[src/rtl/dram_pkg.sv]
// Shared defaults and encodings for the 4x72 data-memory model.
// Optional feature macro: DRAM_PARITY_EN (per-word even parity + parity_err).
package dram_pkg;
    localparam int DRAM_WIDTH  = 72;
    localparam int DRAM_DEPTH  = 4;
    localparam int DRAM_ADDR_W = 2;

    // Write_ReadCOMP encoding
    localparam logic WR = 1'b1;
    localparam logic RD = 1'b0;
endpackage

[src/rtl/dram_if.sv]
// Bus bundle for dram_4x72: address/data/control in, registered data out.
// Optional feature macro: DRAM_PARITY_EN adds parity_err.
interface dram_if
    import dram_pkg::*;
#(
    parameter int WIDTH  = DRAM_WIDTH,
    parameter int ADDR_W = DRAM_ADDR_W
);
    logic [ADDR_W-1:0] address;
    logic [WIDTH-1:0]  dataIN;
    logic              Write_ReadCOMP;
    logic [WIDTH-1:0]  dataOUT;
`ifdef DRAM_PARITY_EN
    logic              parity_err;

    modport master (output address, dataIN, Write_ReadCOMP, input dataOUT, parity_err);
    modport slave  (input address, dataIN, Write_ReadCOMP, output dataOUT, parity_err);
`else
    modport master (output address, dataIN, Write_ReadCOMP, input dataOUT);
    modport slave  (input address, dataIN, Write_ReadCOMP, output dataOUT);
`endif
endinterface

[src/rtl/dram_parity_gen.sv]
// Even-parity generator: XOR-reduce of a data word.
module dram_parity_gen #(
    parameter int WIDTH = 72
) (
    input  logic [WIDTH-1:0] data,
    output logic             parity
);
    assign parity = ^data;
endmodule

[src/rtl/dram_4x72.sv]
// 4 x 72 word-addressed storage with registered read and hold-on-write output.
// Optional feature macro: DRAM_PARITY_EN (stored even parity, registered parity_err).
module dram_4x72
    import dram_pkg::*;
#(
    parameter int WIDTH  = DRAM_WIDTH,
    parameter int DEPTH  = DRAM_DEPTH,
    parameter int ADDR_W = DRAM_ADDR_W
) (
    input  logic clk,
    input  logic rst,
    dram_if.slave bus
);
    logic [DEPTH-1:0][WIDTH-1:0] mem_q, mem_d;
    logic [WIDTH-1:0]            dout_q, dout_d;
    logic [WIDTH-1:0]            rd_word;

    assign rd_word = mem_q[bus.address];

`ifdef DRAM_PARITY_EN
    logic [DEPTH-1:0] par_q, par_d;
    logic             perr_q, perr_d;
    logic             wr_par, rd_par;

    dram_parity_gen #(.WIDTH(WIDTH)) u_wr_par (.data(bus.dataIN), .parity(wr_par));
    dram_parity_gen #(.WIDTH(WIDTH)) u_rd_par (.data(rd_word),    .parity(rd_par));

    assign bus.parity_err = perr_q;
`endif

    // Next-state: write updates the array only; anything that is not a clean
    // write (including an unknown control) behaves as a read.
    always_comb begin
        mem_d  = mem_q;
        dout_d = dout_q;
`ifdef DRAM_PARITY_EN
        par_d  = par_q;
        perr_d = perr_q;
`endif
        if (bus.Write_ReadCOMP == WR) begin
            mem_d[bus.address] = bus.dataIN;
`ifdef DRAM_PARITY_EN
            par_d[bus.address] = wr_par;
`endif
        end else begin
            dout_d = rd_word;
`ifdef DRAM_PARITY_EN
            perr_d = rd_par != par_q[bus.address];
`endif
        end
    end

    // State registers; synchronous reset wins over any coincident write.
    always_ff @(posedge clk) begin
        if (rst) begin
            mem_q  <= '0;
            dout_q <= '0;
`ifdef DRAM_PARITY_EN
            par_q  <= '0;
            perr_q <= 1'b0;
`endif
        end else begin
            mem_q  <= mem_d;
            dout_q <= dout_d;
`ifdef DRAM_PARITY_EN
            par_q  <= par_d;
            perr_q <= perr_d;
`endif
        end
    end

    assign bus.dataOUT = dout_q;
endmodule

[src/flat_wrapper.sv]
// flat-port wrapper written by rule: the top's interface ports become plain ports
module dram_4x72_flat import dram_pkg::*;
#(
    parameter int WIDTH  = DRAM_WIDTH,
    parameter int DEPTH  = DRAM_DEPTH,
    parameter int ADDR_W = DRAM_ADDR_W
)
  (clk, rst, bus_address, bus_dataIN, bus_Write_ReadCOMP, bus_dataOUT);
  dram_if #(.WIDTH(WIDTH), .ADDR_W(ADDR_W)) bus_i ();
  input  logic clk;
  input  logic rst;
  input wire logic [$bits(bus_i.address)-1:0] bus_address;
  input wire logic [$bits(bus_i.dataIN)-1:0] bus_dataIN;
  input wire logic [$bits(bus_i.Write_ReadCOMP)-1:0] bus_Write_ReadCOMP;
  output wire logic [$bits(bus_i.dataOUT)-1:0] bus_dataOUT;
  assign bus_i.address = bus_address;
  assign bus_i.dataIN = bus_dataIN;
  assign bus_i.Write_ReadCOMP = bus_Write_ReadCOMP;
  assign bus_dataOUT = bus_i.dataOUT;
  dram_4x72 #(.WIDTH(WIDTH), .DEPTH(DEPTH), .ADDR_W(ADDR_W)) u_core (.clk(clk), .rst(rst), .bus(bus_i));
endmodule
[config.mk]
export PLATFORM = sky130hd
export DESIGN_NAME = dram_4x72_flat
export DESIGN_NICKNAME = d
export VERILOG_FILES = /design/src/rtl/dram_pkg.sv /design/src/rtl/dram_if.sv /design/src/rtl/dram_parity_gen.sv /design/src/rtl/dram_4x72.sv /design/src/flat_wrapper.sv
export SDC_FILE = /design/constraint.sdc
export NUM_CORES = 1
export LEC_CHECK = 0
export CAP_MARGIN = 30
export CORE_ASPECT_RATIO = 1.25
export CORE_MARGIN = 2
export CORE_UTILIZATION = 35
export DETAILED_ROUTE_END_ITERATION = 6
export HOLD_SLACK_MARGIN = 0.03
export PLACE_DENSITY = 0.55
export RECOVER_POWER = 100
export SLEW_MARGIN = 20
export SYNTH_ARGS = -nofsm -noshare
export SYNTH_HDL_FRONTEND = slang
export SYNTH_HIERARCHICAL = 1
export SYNTH_SLANG_ARGS = --single-unit
[constraint.sdc]
create_clock -name clk -period 2.48 [get_ports clk]
set_clock_uncertainty 0.2 [all_clocks]
set_input_delay 0.744 -clock clk [delete_from_list [all_inputs] [get_ports clk]]
set_output_delay 0.744 -clock clk [all_outputs]
set_load 0.01 [all_outputs]
==> impl_metrics.py, run 1 <==
metrics = {
    "cells_and_area": {
        "final_area_um2": 18050,
        "fill_cells": 4216,
        "diodes": 0,
        "drive_above_1_share": 0.1707,
        "finalNonFillerCells": 2270,
        "area_growth_pct": 19.94,
        "final_common_cell": "nand2_1",
        "layout_common_cells": "nand2_1 (573), dfxtp_1 (358), a21oi_1 (191), clkdlybuf4s50_1 (131), a21oi_2 (97)",
        "fin_nets": 1760,
    },
    "placement": {
        "dp_cells": 2201,
        "pre_cts_ws_ps": 142.0,
        "postPlaceCellArea_um2": 16990,
        "gp_congestion": 0.7196,
        "hpwlAfterDp_mm": 24.19,
        "portBuffers": 148,
    },
    "sta": {
        "slew_viol_final": 0,
        "finalSetupTns_ps": 0,
        "period_minus_slack_ps": 2436,
        "fin_ws_ps": 43.75,
        "post-route-period-util": 0.9824,
        "slew_headroom": 0.4166,
        "rsz0062_at_grt": "no",
        "setup_violations": 0,
        "hold_violations": 0,
        "worst_pin_slew_ps": 875.2,
        "clock.fmax_mhz": 410.5,
    },
    "worst_setup_path": {
        "end_kind": "output port",
        "reg2regPathDepth": 3,
        "r2r_slack_ps": 1140,
        "critPathTopFamily": "buffers and inverters",
        "timing.rr.end": "u_core/bus.dataOUT[65]",
        "crit_required_ps": 1540,
        "slowest_delay_ps": 570,
        "crit_type": "flip-flop to output port",
        "worstPathMaxFanout": 2,
        "start_kind": "flip-flop",
        "cp_slowest_cell": "clkdlybuf4s50_1",
        "worstPathArrival_ps": 1490,
        "worst-path-buf-inv": 1,
        "crit_path_cell_trace": "clkdlybuf4s50_1",
        "r2r-start": "u_core/mem_q[281]",
    },
    "floorplanning": {
        "initial_core_util": 0.3562,
        "die_x_um": 189.5,
        "die_area_um2": 44690,
        "ios": 149,
        "core-area_um2": 42250,
        "rows": 84,
        "fp.dieH_um": 235.8,
    },
    "hold_path": {
        "hold_path_class": "flip-flop to flip-flop",
        "holdPathStages": 2,
        "hold_start": "u_core/mem_q[261]",
        "holdPathEnd": "u_core/mem_q[261]",
    },
    "power_and_ir_drop": {
        "vdd_drop_max_uv": 453.7,
        "power_density_nw_per_um2": 722.8,
        "leakagePower_nw": 6.318,
    },
    "detailed_routing": {
        "drt-met1-wl_mm": 18.53,
        "ant_nets": 0,
        "route.met2.wl_mm": 20.00,
        "wl_met3_mm": 1.635,
        "top_layer": "met4",
        "route.detailed.drc": 0,
        "dr.pass1.iters": 5,
        "avgRoutedWirePerCell_um": 18.04,
        "routed_wl_mm": 40.95,
        "routed-via-count": 11210,
        "vias_per_cell": 4.940,
        "first_iter_violations": 691,
    },
    "global_routing": {
        "grt_start_max_net_pins": 71,
        "grt_pass1_wl_mm": 64.64,
        "antenna_found_initial": 0,
        "grt_overflow": 0,
        "grt_usage": 0.1828,
        "grt_pass1_vias": 11420,
    },
    "cts": {
        "root_buffer": "clkbuf_16",
        "ctsLongestPathBuffers": 3,
        "clock-sinks": 360,
        "cts_tree": "built",
        "h-tree-depth": 2,
        "path_clk_slew_ps": 60,
        "ctsHoldBuffers": 0,
        "clk_latency_ps": 530,
        "numCtsBuffers": 39,
    },
    "yosys": {
        "synth_cell_types": 21,
        "yosysWarnings": 6,
        "ys_seq_area_frac": 0.4788,
        "ys_ff_latch": 360,
        "synthCells": 1578,
        "synthesis.nets": 1655,
        "syn_area_um2": 15050,
        "syn_area_per_cell_um2": 9.538,
    },
    "run_status": {
        "status": "complete, no violations",
    },
    "flow_run": {
        "max_cap_violations": 0,
    },
}
## power breakdown
part	switching [mW]	internal [mW]	total, mW	leakage (nW)
Combinational	0.644	0.498	1.14	2.76
Sequential	0.0878	5.96	6.05	2.92
Clock	2.37	3.48	5.86	0.637
Total	3.11	9.94	13.0	6.32
## cell type report
class | count | area [um^2] | area share
clock inverters | 13 | 145.1 | 0.008040
multi-input cells | 1088 | 6684 | 0.3703
flip-flops and latches | 360 | 7209 | 0.3994
clock buffers | 56 | 1161 | 0.06432
well taps | 559 | 699.4 | 0.03874
repair buffers | 194 | 2153 | 0.1193
## state kept, by name (all words and copies together), names as in the netlist
signal / flops
u_core/mem_q: 288
u_core/bus.dataOUT: 72
## routing by layer
layer | track usage | vias to the layer above
met1 | 0.2371 | 5482
met5 | 0 | -
met3 | 0.02961 | 50
met2 | 0.3151 | 214
met4 | 0.04769 | 0
li1 | - | 5468
## synth_stat cells
cell,n,share of area
nor3b_4,1,0.0012
nand2_2,4,0.0017
buf_2,35,0.012
nand3b_1,2,0.0010
a21oi_2,140,0.081
nand2_1,572,0.14
and3_1,1,0.00042
and3b_1,2,0.0012
mux4_2,72,0.11
or3b_1,1,0.00058
buf_1,2,0.00050
a21oi_1,148,0.049
buf_4,5,0.0025
clkbuf_1,40,0.010
nand3_2,1,0.00067
nor2_1,72,0.018
buf_6,32,0.024
buf_12,9,0.012
mux2i_1,72,0.048
buf_8,7,0.0070
dfxtp_1,360,0.48
## metrics by stage
step / utilization / hold WS (ps) / power (mW)
floorplan: - / 233.1 / 6.887
global placement: 0.4020 / 237.2 / 7.344
detailed placement: 0.4020 / 243.9 / 7.363
CTS: 0.4329 / 251.8 / 13.26
global route: 0.4273 / 264.8 / 13.55
finish: 0.4273 / 250.7 / 13.05
## worst max-delay path by stage
stage                                         to                    from  depth (start not counted)  slack (ps)
final                            bus_dataOUT[52]  u_core/bus.dataOUT[52]                          1          40
after global routing             bus_dataOUT[23]  u_core/bus.dataOUT[23]                          1           7
after CTS                        bus_dataOUT[11]  u_core/bus.dataOUT[11]                          1           3
after detailed placement  u_core/bus.dataOUT[32]          bus_address[0]                          5         140
after global placement    u_core/bus.dataOUT[13]          bus_address[0]                          5         130
after floorplan           u_core/bus.dataOUT[10]          bus_address[0]                          5         450
## cell families after synthesis
kind of cell,after synthesis,synth area share
multiplexers,144,0.1556
buffers and inverters,130,0.06750
AND/OR/NAND/NOR,656,0.1673
flip-flops,360,0.4788
AO/OA/AOI/OAI,288,0.1307
## timing repair
action | 4_1_cts | 5_1_grt
endpoints found under the setup margin | 4 | 2
resized for setup | 4 | 2
setup buffers | 0 | 0
(Power assumes the default switching activity.)
==> run 2: changes to the inputs <==
==> constraint.sdc (replaced) <==
create_clock -name clk -period 2.8 [get_ports clk]
set_clock_uncertainty 0.2 [all_clocks]
set_input_delay 0.84 -clock clk [delete_from_list [all_inputs] [get_ports clk]]
set_output_delay 0.84 -clock clk [all_outputs]
set_load 0.05 [all_outputs]
==> impl_metrics.py, run 2 (synthesis gave the netlist of run 1 again) <==
metrics = {
    "power_and_ir_drop": {
        "vdd_drop_max_uv": 390.1,
        "power_density_nw_per_um2": 628.5,
        "leakagePower_nw": 6.137,
        "power_mw": 11.07,
    },
    "worst_setup_path": {
        "crit_required_ps": 1760,
        "crit_path_cell_trace": "clkdlybuf4s50_1",
        "end_kind": "output port",
        "slowest_delay_ps": 830,
        "cp_slowest_cell": "clkdlybuf4s50_1",
        "crit_type": "flip-flop to output port",
        "critPathTopFamily": "buffers and inverters",
        "worst-path-buf-inv": 1,
        "start_kind": "flip-flop",
        "worstPathMaxFanout": 2,
        "worstPathArrival_ps": 1700,
    },
    "sta": {
        "period_minus_slack_ps": 2744,
        "worst_pin_slew_ps": 1013,
        "finalSetupTns_ps": 0,
        "hold_violations": 0,
        "slew_viol_final": 0,
        "setup_violations": 0,
        "clock.fmax_mhz": 364.4,
        "post-route-period-util": 0.9800,
        "hold_ws_ps": 251.2,
        "rsz0062_at_grt": "no",
        "slew_headroom": 0.3249,
    },
    "placement": {
        "portBuffers": 148,
        "hpwlAfterDp_mm": 23.68,
        "gp_congestion": 0.7206,
    },
    "floorplanning": {
        "die_area_um2": 44690,
        "fp.dieH_um": 235.8,
        "initial_core_util": 0.3562,
        "rows": 84,
        "ios": 149,
        "die_x_um": 189.5,
        "core-area_um2": 42250,
    },
    "cts": {
        "cts_tree": "built",
        "ctsLongestPathBuffers": 3,
        "clock-sinks": 360,
        "root_buffer": "clkbuf_16",
        "postCtsSetupRepairBufs": 0,
        "h-tree-depth": 2,
        "path_clk_slew_ps": 60,
        "numCtsBuffers": 37,
        "clk_latency_ps": 530,
        "ctsHoldBuffers": 0,
    },
    "cells_and_area": {
        "fin_nets": 1749,
        "drive_above_1_share": 0.1607,
        "fill_cells": 4226,
        "area_growth_pct": 17.08,
        "final_common_cell": "nand2_1",
        "layout_common_cells": "nand2_1 (572), dfxtp_1 (360), a21oi_1 (183), clkdlybuf4s50_1 (126), a21oi_2 (105)",
        "largest_register_ffs": 288,
        "top_register": "u_core/mem_q",
        "diodes": 0,
    },
    "flow_run": {
        "max_cap_violations": 0,
    },
    "detailed_routing": {
        "routed-via-count": 11170,
        "routed_wl_mm": 40.14,
        "avgRoutedWirePerCell_um": 17.82,
        "vias_per_cell": 4.960,
        "first_iter_violations": 717,
        "dr.pass1.iters": 5,
        "route.detailed.drc": 0,
        "ant_nets": 0,
    },
    "global_routing": {
        "grt_pass1_vias": 11380,
        "grt_start_max_net_pins": 67,
        "grt_pass1_wl_mm": 63.74,
        "antenna_found_initial": 1,
        "grt_usage": 0.1796,
        "grt_overflow": 0,
    },
    "hold_path": {
        "hold_path_class": "flip-flop to flip-flop",
    },
    "run_status": {
        "status": "complete, no violations",
    },
}
[run 2: cell types whose count changed in the layout (fill, tap and decap cells not counted), moves of 5 or more]
cell	previous run	this run
buf_12	27	16
a21oi_1	191	183
a21oi_2	97	105
dlygate4sd3_1	9	0
clkbuf_1	7	17
clkdlybuf4s50_1	131	126
dlygate4sd2_1	3	13
buf_4	15	9
[run 2: where the power goes]
group	leakage (nW)	internal [mW]	switching, mW
registers	2.92	5.28	0.0764
clock network	0.553	2.70	2.00
logic	2.66	0.408	0.620
[run 2: stage by stage]
| step | worst slack [ps] | instance area, um^2 | instances | utilization |
|---|---|---|---|---|
| 2_1_floorplan | 675.0 | 15050 | 1578 | - |
| 3_3_place_gp | 292.5 | 16840 | 2192 | 0.3986 |
| 3_5_place_dp | 287.1 | 16840 | 2192 | 0.3986 |
| 4_1_cts | 13.00 | 17950 | 2252 | 0.4248 |
| 5_1_grt | 4.185 | 17620 | 2252 | 0.4171 |
| 6_report | 56.05 | 17620 | 2252 | 0.4171 |
[run 2: area by class of cell]
type	count	area, um^2	area share
clock buffer	56	1100	0.06242
clock inverter	4	23.77	0.001349
multi-input combinational	1088	6704	0.3805
sequential	360	7207	0.4090
tap	559	699.4	0.03969
timing repair buffer	185	1887	0.1071
[run 2: repair_timing]
action	4_1_cts	5_1_grt
setup endpoints to repair	13	4
pin swaps	0	0
resized for setup	13	4
endpoints found under the hold margin	0	0
[run 2: path summary, 6_finish.rpt]
path | start | to | slack, ps | depth (start not counted)
setup / recovery | u_core/bus.dataOUT[28] | bus_dataOUT[28] | 60 | 1
hold / removal | u_core/mem_q[137] | u_core/mem_q[137] | 250 | 2
setup reg to reg | u_core/mem_q[155] | u_core/bus.dataOUT[11] | 1450 | 3
hold reg to reg | u_core/mem_q[137] | u_core/mem_q[137] | 250 | 2
[run 2: metal layers]
| metal | share of wire | vias to the layer above | global-route usage |
|---|---|---|---|
| li1 | - | 5450 | - |
| met5 | 0.00032 | - | 0 |
| met4 | 0.017 | 2 | 0.05004 |
| met1 | 0.45 | 5422 | 0.2356 |
| met3 | 0.044 | 46 | 0.02753 |
| met2 | 0.49 | 249 | 0.3062 |
